## src/rtl/if_mem_resp_if.sv

```systemverilog
// Bundles the fetch, load/store and byte-wide RAM signals of the memory responder.
// Requests are level-held: req stays high until the matching one-cycle ok pulse is seen.
interface if_mem_resp_if #(
    parameter int ADDR_W = 17
);
    logic              if_req;
    logic [31:0]       if_addr;
    logic              if_flush;
    logic              if_ok;
    logic [31:0]       if_data;

    logic              mem_req;
    logic              mem_we;
    logic [31:0]       mem_addr;
    logic [1:0]        mem_len;
    logic [31:0]       mem_wdata;
    logic              mem_ok;
    logic [31:0]       mem_rdata;

    logic [ADDR_W-1:0] ram_a;
    logic [7:0]        ram_dout;
    logic [7:0]        ram_din;
    logic              ram_wr;

    modport master (
        output if_req, if_addr, if_flush,
        output mem_req, mem_we, mem_addr, mem_len, mem_wdata,
        output ram_din,
        input  if_ok, if_data, mem_ok, mem_rdata,
        input  ram_a, ram_dout, ram_wr
    );

    modport slave (
        input  if_req, if_addr, if_flush,
        input  mem_req, mem_we, mem_addr, mem_len, mem_wdata,
        input  ram_din,
        output if_ok, if_data, mem_ok, mem_rdata,
        output ram_a, ram_dout, ram_wr
    );
endinterface

```

## src/rtl/if_mem_resp.sv

```systemverilog
// Memory-side responder: serialises fetch and load/store requests onto a byte-wide
// synchronous RAM (1-cycle read latency) and returns results with a one-cycle ok pulse.
module if_mem_resp #(
    parameter int ADDR_W = 17
) (
    input  logic         clk,
    input  logic         rst,
    if_mem_resp_if.slave bus,
    output logic [1:0]   dbg_state_o
);
    typedef enum logic [1:0] {
        IDLE   = 2'd0,
        IF_RD  = 2'd1,
        MEM_RD = 2'd2,
        MEM_WR = 2'd3
    } state_t;

    state_t            state_q;
    logic [2:0]        cnt_q;
    logic [2:0]        n_q;
    logic [31:0]       addr_q;
    logic [23:0]       wdata_q;
    logic [31:0]       buf_q;
    logic [31:0]       if_data_q;
    logic [31:0]       mem_rdata_q;
    logic              if_ok_q;
    logic              mem_ok_q;
    logic [ADDR_W-1:0] ram_a_q;
    logic [7:0]        ram_dout_q;
    logic              ram_wr_q;

    logic [2:0]        mem_n_d;
    logic [31:0]       next_a_d;
    logic [31:0]       merged_d;
    logic [7:0]        wbyte_d;

    always_comb begin
        case (bus.mem_len)
            2'd0:    mem_n_d = 3'd1;
            2'd1:    mem_n_d = 3'd2;
            default: mem_n_d = 3'd4;
        endcase
    end

    assign next_a_d = addr_q + {29'd0, cnt_q} + 32'd1;

    // cnt_q counts cycles in the read state; byte cnt_q-1 arrives on ram_din now.
    always_comb begin
        merged_d = buf_q;
        case (cnt_q)
            3'd1:    merged_d[7:0]   = bus.ram_din;
            3'd2:    merged_d[15:8]  = bus.ram_din;
            3'd3:    merged_d[23:16] = bus.ram_din;
            3'd4:    merged_d[31:24] = bus.ram_din;
            default: ;
        endcase
    end

    // Byte 0 goes out straight from the request; wdata_q keeps bytes 1..3.
    always_comb begin
        case (cnt_q)
            3'd0:    wbyte_d = wdata_q[7:0];
            3'd1:    wbyte_d = wdata_q[15:8];
            3'd2:    wbyte_d = wdata_q[23:16];
            default: wbyte_d = 8'd0;
        endcase
    end

    always_ff @(posedge clk) begin
        if (rst) begin
            state_q     <= IDLE;
            cnt_q       <= 3'd0;
            n_q         <= 3'd0;
            addr_q      <= 32'd0;
            wdata_q     <= 24'd0;
            buf_q       <= 32'd0;
            if_data_q   <= 32'd0;
            mem_rdata_q <= 32'd0;
            if_ok_q     <= 1'b0;
            mem_ok_q    <= 1'b0;
            ram_a_q     <= '0;
            ram_dout_q  <= 8'd0;
            ram_wr_q    <= 1'b0;
        end else begin
            if_ok_q  <= 1'b0;
            mem_ok_q <= 1'b0;
            case (state_q)
                IDLE: begin
                    cnt_q      <= 3'd0;
                    ram_a_q    <= '0;
                    ram_dout_q <= 8'd0;
                    ram_wr_q   <= 1'b0;
                    // The requester still holds req during its ok cycle, so skip it.
                    if (!if_ok_q && !mem_ok_q) begin
                        if (bus.mem_req) begin
                            addr_q  <= bus.mem_addr;
                            wdata_q <= bus.mem_wdata[31:8];
                            n_q     <= mem_n_d;
                            buf_q   <= 32'd0;
                            ram_a_q <= bus.mem_addr[ADDR_W-1:0];
                            if (bus.mem_we) begin
                                state_q    <= MEM_WR;
                                ram_wr_q   <= 1'b1;
                                ram_dout_q <= bus.mem_wdata[7:0];
                            end else begin
                                state_q <= MEM_RD;
                            end
                        end else if (bus.if_req && !bus.if_flush) begin
                            addr_q  <= bus.if_addr;
                            n_q     <= 3'd4;
                            buf_q   <= 32'd0;
                            ram_a_q <= bus.if_addr[ADDR_W-1:0];
                            state_q <= IF_RD;
                        end
                    end
                end
                IF_RD, MEM_RD: begin
                    if (state_q == IF_RD && bus.if_flush) begin
                        state_q <= IDLE;
                        cnt_q   <= 3'd0;
                        ram_a_q <= '0;
                    end else begin
                        buf_q   <= merged_d;
                        cnt_q   <= cnt_q + 3'd1;
                        ram_a_q <= (cnt_q + 3'd1 < n_q) ? next_a_d[ADDR_W-1:0] : '0;
                        if (cnt_q == n_q) begin
                            state_q <= IDLE;
                            cnt_q   <= 3'd0;
                            if (state_q == IF_RD) begin
                                if_ok_q   <= 1'b1;
                                if_data_q <= merged_d;
                            end else begin
                                mem_ok_q    <= 1'b1;
                                mem_rdata_q <= merged_d;
                            end
                        end
                    end
                end
                MEM_WR: begin
                    if (cnt_q + 3'd1 < n_q) begin
                        cnt_q      <= cnt_q + 3'd1;
                        ram_a_q    <= next_a_d[ADDR_W-1:0];
                        ram_dout_q <= wbyte_d;
                    end else begin
                        state_q    <= IDLE;
                        cnt_q      <= 3'd0;
                        ram_a_q    <= '0;
                        ram_dout_q <= 8'd0;
                        ram_wr_q   <= 1'b0;
                        mem_ok_q   <= 1'b1;
                    end
                end
                default: state_q <= IDLE;
            endcase
        end
    end

    assign bus.if_ok     = if_ok_q;
    assign bus.if_data   = if_data_q;
    assign bus.mem_ok    = mem_ok_q;
    assign bus.mem_rdata = mem_rdata_q;
    assign bus.ram_a     = ram_a_q;
    assign bus.ram_dout  = ram_dout_q;
    // Reset must also stop the byte that is on the bus during the reset cycle.
    assign bus.ram_wr    = ram_wr_q & ~rst;
    assign dbg_state_o   = state_q;
endmodule
```

## src/flat_wrapper.sv

```systemverilog
// flat-port wrapper written by rule: the top's interface ports become plain ports
module if_mem_resp_flat 
#(
    parameter int ADDR_W = 17
)
  (clk, rst, dbg_state_o, bus_if_req, bus_if_addr, bus_if_flush, bus_mem_req, bus_mem_we, bus_mem_addr, bus_mem_len, bus_mem_wdata, bus_ram_din, bus_if_ok, bus_if_data, bus_mem_ok, bus_mem_rdata, bus_ram_a, bus_ram_dout, bus_ram_wr);
  if_mem_resp_if #(.ADDR_W(ADDR_W)) bus_i ();
  input  logic clk;
  input  logic rst;
  output logic [1:0] dbg_state_o;
  input wire logic [$bits(bus_i.if_req)-1:0] bus_if_req;
  input wire logic [$bits(bus_i.if_addr)-1:0] bus_if_addr;
  input wire logic [$bits(bus_i.if_flush)-1:0] bus_if_flush;
  input wire logic [$bits(bus_i.mem_req)-1:0] bus_mem_req;
  input wire logic [$bits(bus_i.mem_we)-1:0] bus_mem_we;
  input wire logic [$bits(bus_i.mem_addr)-1:0] bus_mem_addr;
  input wire logic [$bits(bus_i.mem_len)-1:0] bus_mem_len;
  input wire logic [$bits(bus_i.mem_wdata)-1:0] bus_mem_wdata;
  input wire logic [$bits(bus_i.ram_din)-1:0] bus_ram_din;
  output wire logic [$bits(bus_i.if_ok)-1:0] bus_if_ok;
  output wire logic [$bits(bus_i.if_data)-1:0] bus_if_data;
  output wire logic [$bits(bus_i.mem_ok)-1:0] bus_mem_ok;
  output wire logic [$bits(bus_i.mem_rdata)-1:0] bus_mem_rdata;
  output wire logic [$bits(bus_i.ram_a)-1:0] bus_ram_a;
  output wire logic [$bits(bus_i.ram_dout)-1:0] bus_ram_dout;
  output wire logic [$bits(bus_i.ram_wr)-1:0] bus_ram_wr;
  assign bus_i.if_req = bus_if_req;
  assign bus_i.if_addr = bus_if_addr;
  assign bus_i.if_flush = bus_if_flush;
  assign bus_i.mem_req = bus_mem_req;
  assign bus_i.mem_we = bus_mem_we;
  assign bus_i.mem_addr = bus_mem_addr;
  assign bus_i.mem_len = bus_mem_len;
  assign bus_i.mem_wdata = bus_mem_wdata;
  assign bus_i.ram_din = bus_ram_din;
  assign bus_if_ok = bus_i.if_ok;
  assign bus_if_data = bus_i.if_data;
  assign bus_mem_ok = bus_i.mem_ok;
  assign bus_mem_rdata = bus_i.mem_rdata;
  assign bus_ram_a = bus_i.ram_a;
  assign bus_ram_dout = bus_i.ram_dout;
  assign bus_ram_wr = bus_i.ram_wr;
  if_mem_resp #(.ADDR_W(ADDR_W)) u_core (.clk(clk), .rst(rst), .bus(bus_i), .dbg_state_o(dbg_state_o));
endmodule
```

## config.mk

```make
export PLATFORM = sky130hd
export DESIGN_NAME = if_mem_resp_flat
export DESIGN_NICKNAME = d
export VERILOG_FILES = /design/src/rtl/if_mem_resp_if.sv /design/src/rtl/if_mem_resp.sv /design/src/flat_wrapper.sv
export SDC_FILE = /design/constraint.sdc
export NUM_CORES = 1
export LEC_CHECK = 0
export CAP_MARGIN = 20
export CORE_UTILIZATION = 53
export CTS_BUF_LIST = sky130_fd_sc_hd__clkbuf_16
export DETAILED_ROUTE_END_ITERATION = 12
export PLACE_DENSITY_LB_ADDON = 0.12
export SYNTH_ARGS = -nofsm -noshare
export SYNTH_HDL_FRONTEND = slang
export SYNTH_SLANG_ARGS = --single-unit
```

## constraint.sdc

```tcl
create_clock -name clk -period 5.9 [get_ports clk]
set_input_delay 1.18 -clock clk [delete_from_list [all_inputs] [get_ports clk]]
set_output_delay 1.18 -clock clk [all_outputs]
set_load 0.05 [all_outputs]
```

Word level (Yosys, flattened, before mapping)
Cells that the tools add are included.
Widths: inputs -> output; s select.

storage, ports and cells
  bits in registers = 173
  bits of input ports = 112
  output and inout port bits = 94
  word-level logic and storage cells = 107

operators by class
  add/subtract/negate cells = 3
  $lt $le $gt $ge = 1
  equality and inequality tests = 14
  multiplexer cells = 49
  bitwise operators = 6
  reductions and logical operators = 21

operators by type and width
  cell                   count
  $mux 32                4
  $mux 17                7
  $mux 8                 8
  $pmux 32 s2            1
  $pmux 17 s3            1
  $pmux 8 s3             1
  $add 17x1->17 const B  1
  $add 17x3->17          1
  $pmux 8 s2             1
  $reduce_and 4->1       4
  $mux 3                 5
  $mux 2                 6
  $mux 1                 10
  $pmux 3 s3             1
  $eq 3x2->1 const B     2
  $pmux 2 s3             1
  $pmux 3 s2             1
  $reduce_and 3->1       2
  $reduce_bool 2->1      3
  $not 1->1              5
  $eq 2x1->1 const B     2
  $eq 2x2->1 const B     2
  $logic_not 2->1        2
  $ne 2x2->1 const B     2
  16 further kinds       21

Depth between registers and ports, before layout
  word-level depth = 6
  depth in mapped cells = 9
  gate-level depth less buffers = 8

Least setup slack after synthesis
OpenSTA, ideal clock, no wires.

  path type = input -> output
  from = input port rst
  to = output port bus_ram_wr
  arrival = 2355 ps
  data required time = 4720 ps
  slack = 2365 ps
  stages = 4
  buffers on the path = 3
  cells stage by stage = clkbuf_1 > buf_2 > buf_2 > nor2b_1

on the way
  cells in the longest elaborated chain, start to end = 2

RTL lines
  item                line                text
  start: declaration  flat_wrapper.sv:9   input logic rst;
  $not 1->1           if_mem_resp.sv:165  assign bus.ram_wr = ram_wr_q & ~rst;
  $and 1x1->1         if_mem_resp.sv:165
  end: declaration    flat_wrapper.sv:26  output wire logic [$bits(bus_i.ram_wr)-1:0] bus_ram_wr;

Every way passes these cells.

Worst setup path in the final report
Same ends and word-level chain as after synthesis.

==> out/qor.csv <==
stage,metric,value,unit
run_status,outcome,finished clean,
clocking,H-tree depth,4,
sta,final setup fails,0,
global_routing,pin count of the biggest net entering global routing,104,
synthesis,Yosys top cell by area,dfxtp_1,
detailed_routing,residual DRC count,0,
setup_path,crit start category,primary input,
setup_path,CP max FO,2,
clocking,Clock Latency Late Sink,420,ps
global_routing,number of global-route vias before repair,6231,
synthesis,Mean Syn Cell Area,9.221,µm²
job,max-cap violations,0,
floorplanning,Rows,44,
synthesis,number of synthesized register bits,173,
synthesis,largest cells by area after synthesis,"dfxtp_1 (43%), mux2i_1 (11%), nand2b_1 (5.5%)",
setup_path,CP peak stage delay,860,ps
clocking,clk sinks,173,
floorplanning,starting density of the core,54.67,%
synthesis,sequential share of the synthesized area,43.42,%
detailed_routing,DR vias/cell,5.364,
setup_path,CP required,4720,ps
detailed_routing,Pre-Repair DR Iteration Count,9,
global_routing,Total GRT Usage,24.40,%
setup_path,"CP delay by family, top",buffers and inverters,
detailed_routing,via count,6464,
clocking,clk slew on worst S/H paths,60,ps
synthesis,"EDFF count, synth",0,
setup_path,CP max-delay cell,clkdlybuf4s50_1,
synthesis,syn_nets,994,
power,leakage,0.004013,µW
synthesis,count of cell types in the netlist,57,
sta,RSZ-0062 raised after global routing,no,
clocking,Post-CTS Resized,0,
cells_and_area,# fillers,1172,
sta,Tightest Pin Transition,986.9,ps
detailed_routing,drt initial violations,439,
cells_and_area,share of layout cells above drive strength 1,6.072,%
global_routing,met3 global-route usage,4.467,%
setup_path,Crit Path Class,primary input to output port,
synthesis,Syn Std Cell Area,7976,µm²
global_routing,GR peak layer,met2,
place,Port Buffers,175,
global_routing,grt total ovfl,0,
sta,Final Skew,8.607,ps
floorplanning,number of I/O pins,206,
detailed_routing,WL final,18.51,mm
setup_path,Setup crit end kind,output port,
clocking,clock buffer depth,2,
synthesis,Post-Synthesis Cells,865,
floorplanning,Die Y,124.7,µm
clocking,CTS tree,done,
synthesis,top_reg_cell synth,dfxtp_1,
setup_path,worst path cell trace,"buf_4, nor2b_1, clkdlybuf4s50_1",
floorplanning,placeable core area,14590,µm²
power,PwrDens,381.6,nW/µm²
place,Placer Congestion,0.7950,
power,Worst VDD drop,0.2045,mV
clocking,root buf cell,clkbuf_16,
global_routing,met1 GRT Util,31.94,%
synthesis,synth warn,0,
sta,Hold Fails Final Rpt,0,
setup_path,crit path DAT,2280,ps
cells_and_area,"commonest non-fill, non-tap cells in the layout","clkdlybuf4s50_1 (174), dfxtp_1 (173), nand2_1 (111), mux2i_1 (86)",
cells_and_area,n_diodes,0,
clocking,CTS Hold Bufs,0,
global_routing,first-pass GRT wire length,30.94,mm
sta,minimum clock period,3464,ps
global_routing,met2 GRT Util,40.69,%
setup_path,Critical path buffers and inverters,2,
sta,setup TNS,0,ps
sta,post-route clock period utilization,58.71,%
floorplanning,die area,15540,µm²
detailed_routing,Final ANT Viol Nets,0,
detailed_routing,Routed WL per cell,15.36,µm
clocking,postcts setup bufs,0,
global_routing,antenna violations before repair,0,
synthesis,"Async S/R FF share, synth",0,%
sta,Slew headroom,34.01,%
cells_and_area,"commonest non-fill, non-tap cell in the layout",clkdlybuf4s50_1,
synthesis,Yosys top cell area share,43.42,%
place,dpl hpwl,12.54,mm
cells_and_area,Final Core Density,71.00,%
cells_and_area,area delta synth->final,29.87,%
sta,max-slew violations,0,
clocking,cts bufs inserted,17,
sta,final hold slack,455.5,ps
sta,Peak Freq,288.7,MHz
min_path,HP Class,flop to flop,
floorplanning,Die W,124.7,µm
cells_and_area,fin nets,1137,
-- through the flow --
step | power (µW) | instances | setup slack (ps) | cell area (µm²)
finish | 3953 | 1205 | 2436 | 10360
global route | 4146 | 1205 | 2320 | 10360
CTS | 3945 | 1203 | 2423 | 10320
detailed placement | 2799 | 1171 | 2292 | 9713
global placement | 2782 | 1171 | 2322 | 9713
floorplan | 2449 | 865 | 2365 | 7976
-- worst paths after layout --
check	start	endpoint	slack [ps]	depth (start not counted)
worst min register to register	u_core.wdata_q[9]	u_core.wdata_q[9]	460	2
worst max register to register	u_core.dbg_state_o[0]	u_core.bus.if_data[8]	2560	6
worst min-delay path	u_core.wdata_q[9]	u_core.wdata_q[9]	460	2
worst max-delay path	rst	bus_ram_wr	2440	3
-- where the power goes --
group,internal (µW),switching (µW),total [µW]
combinational,529,862,1390
sequential,1310,95.7,1410
clock,699,454,1150
-- logic make-up after synthesis --
group | count (synthesis) | share of synthesized area (%)
simple gates | 279 | 17.73
flops | 173 | 43.42
compound gates | 168 | 16.63
buf+inv | 126 | 6.792
mux | 90 | 11.36
fa+ha+maj | 17 | 2.761
xor+xnor | 12 | 1.318
-- sequential cells by signal, indices dropped and copies added (netlist names) --
register,flops
u_core.dbg_state_o,2
u_core.buf_q,32
u_core.bus.ram_a,17
u_core.bus.mem_ok,1
u_core.n_q,3
u_core.bus.if_data,32
u_core.bus.ram_dout,8
u_core.ram_wr_q,1
u_core.wdata_q,24
u_core.bus.mem_rdata,32
u_core.cnt_q,3
u_core.addr_q,17
u_core.bus.if_ok,1
-- final cells by class --
class | count | area [µm²] | area share [%]
tap | 184 | 230.2 | 2.222
clock buffer | 17 | 425.4 | 4.107
clock inverter | 15 | 177.7 | 1.715
timing repair buffer | 183 | 1837 | 17.73
inverter | 67 | 251.5 | 2.428
multi-input combinational | 566 | 3974 | 38.36
sequential | 173 | 3463 | 33.43
-- cell usage after synthesis, drive strengths merged, types with 3 or more instances --
master and count:
a211o 5, a211oi 20, a21o 25, a21oi 36, a221oi 12, a222oi 8, and4 3, buf 27
clkbuf 32, dfxtp 173, ha 16, inv 67, mux2 4, mux2i 86, nand2 112, nand2b 70
nand3b 3, nand4 6, nor2 34, nor2b 13, nor3 14, nor3b 3, nor4 3, o211ai 5
o21ai 7, o22ai 8, o32ai 33, or2 9, xnor2 11
-- worst reg2reg max path: stages (launching register included) --
cell	delay, ps
dfxtp_1	410
inv_1	100
ha_1	890
and4_1	420
nand3b_1	700
buf_4	530
mux2i_1	170
-- routing by layer --
metal	share of wire [%]	routed length [µm]
met4	1.3	243
met1	47	8618
met3	3.6	673
met5	0	0
met2	48	8975
(Power assumes the default switching activity.)
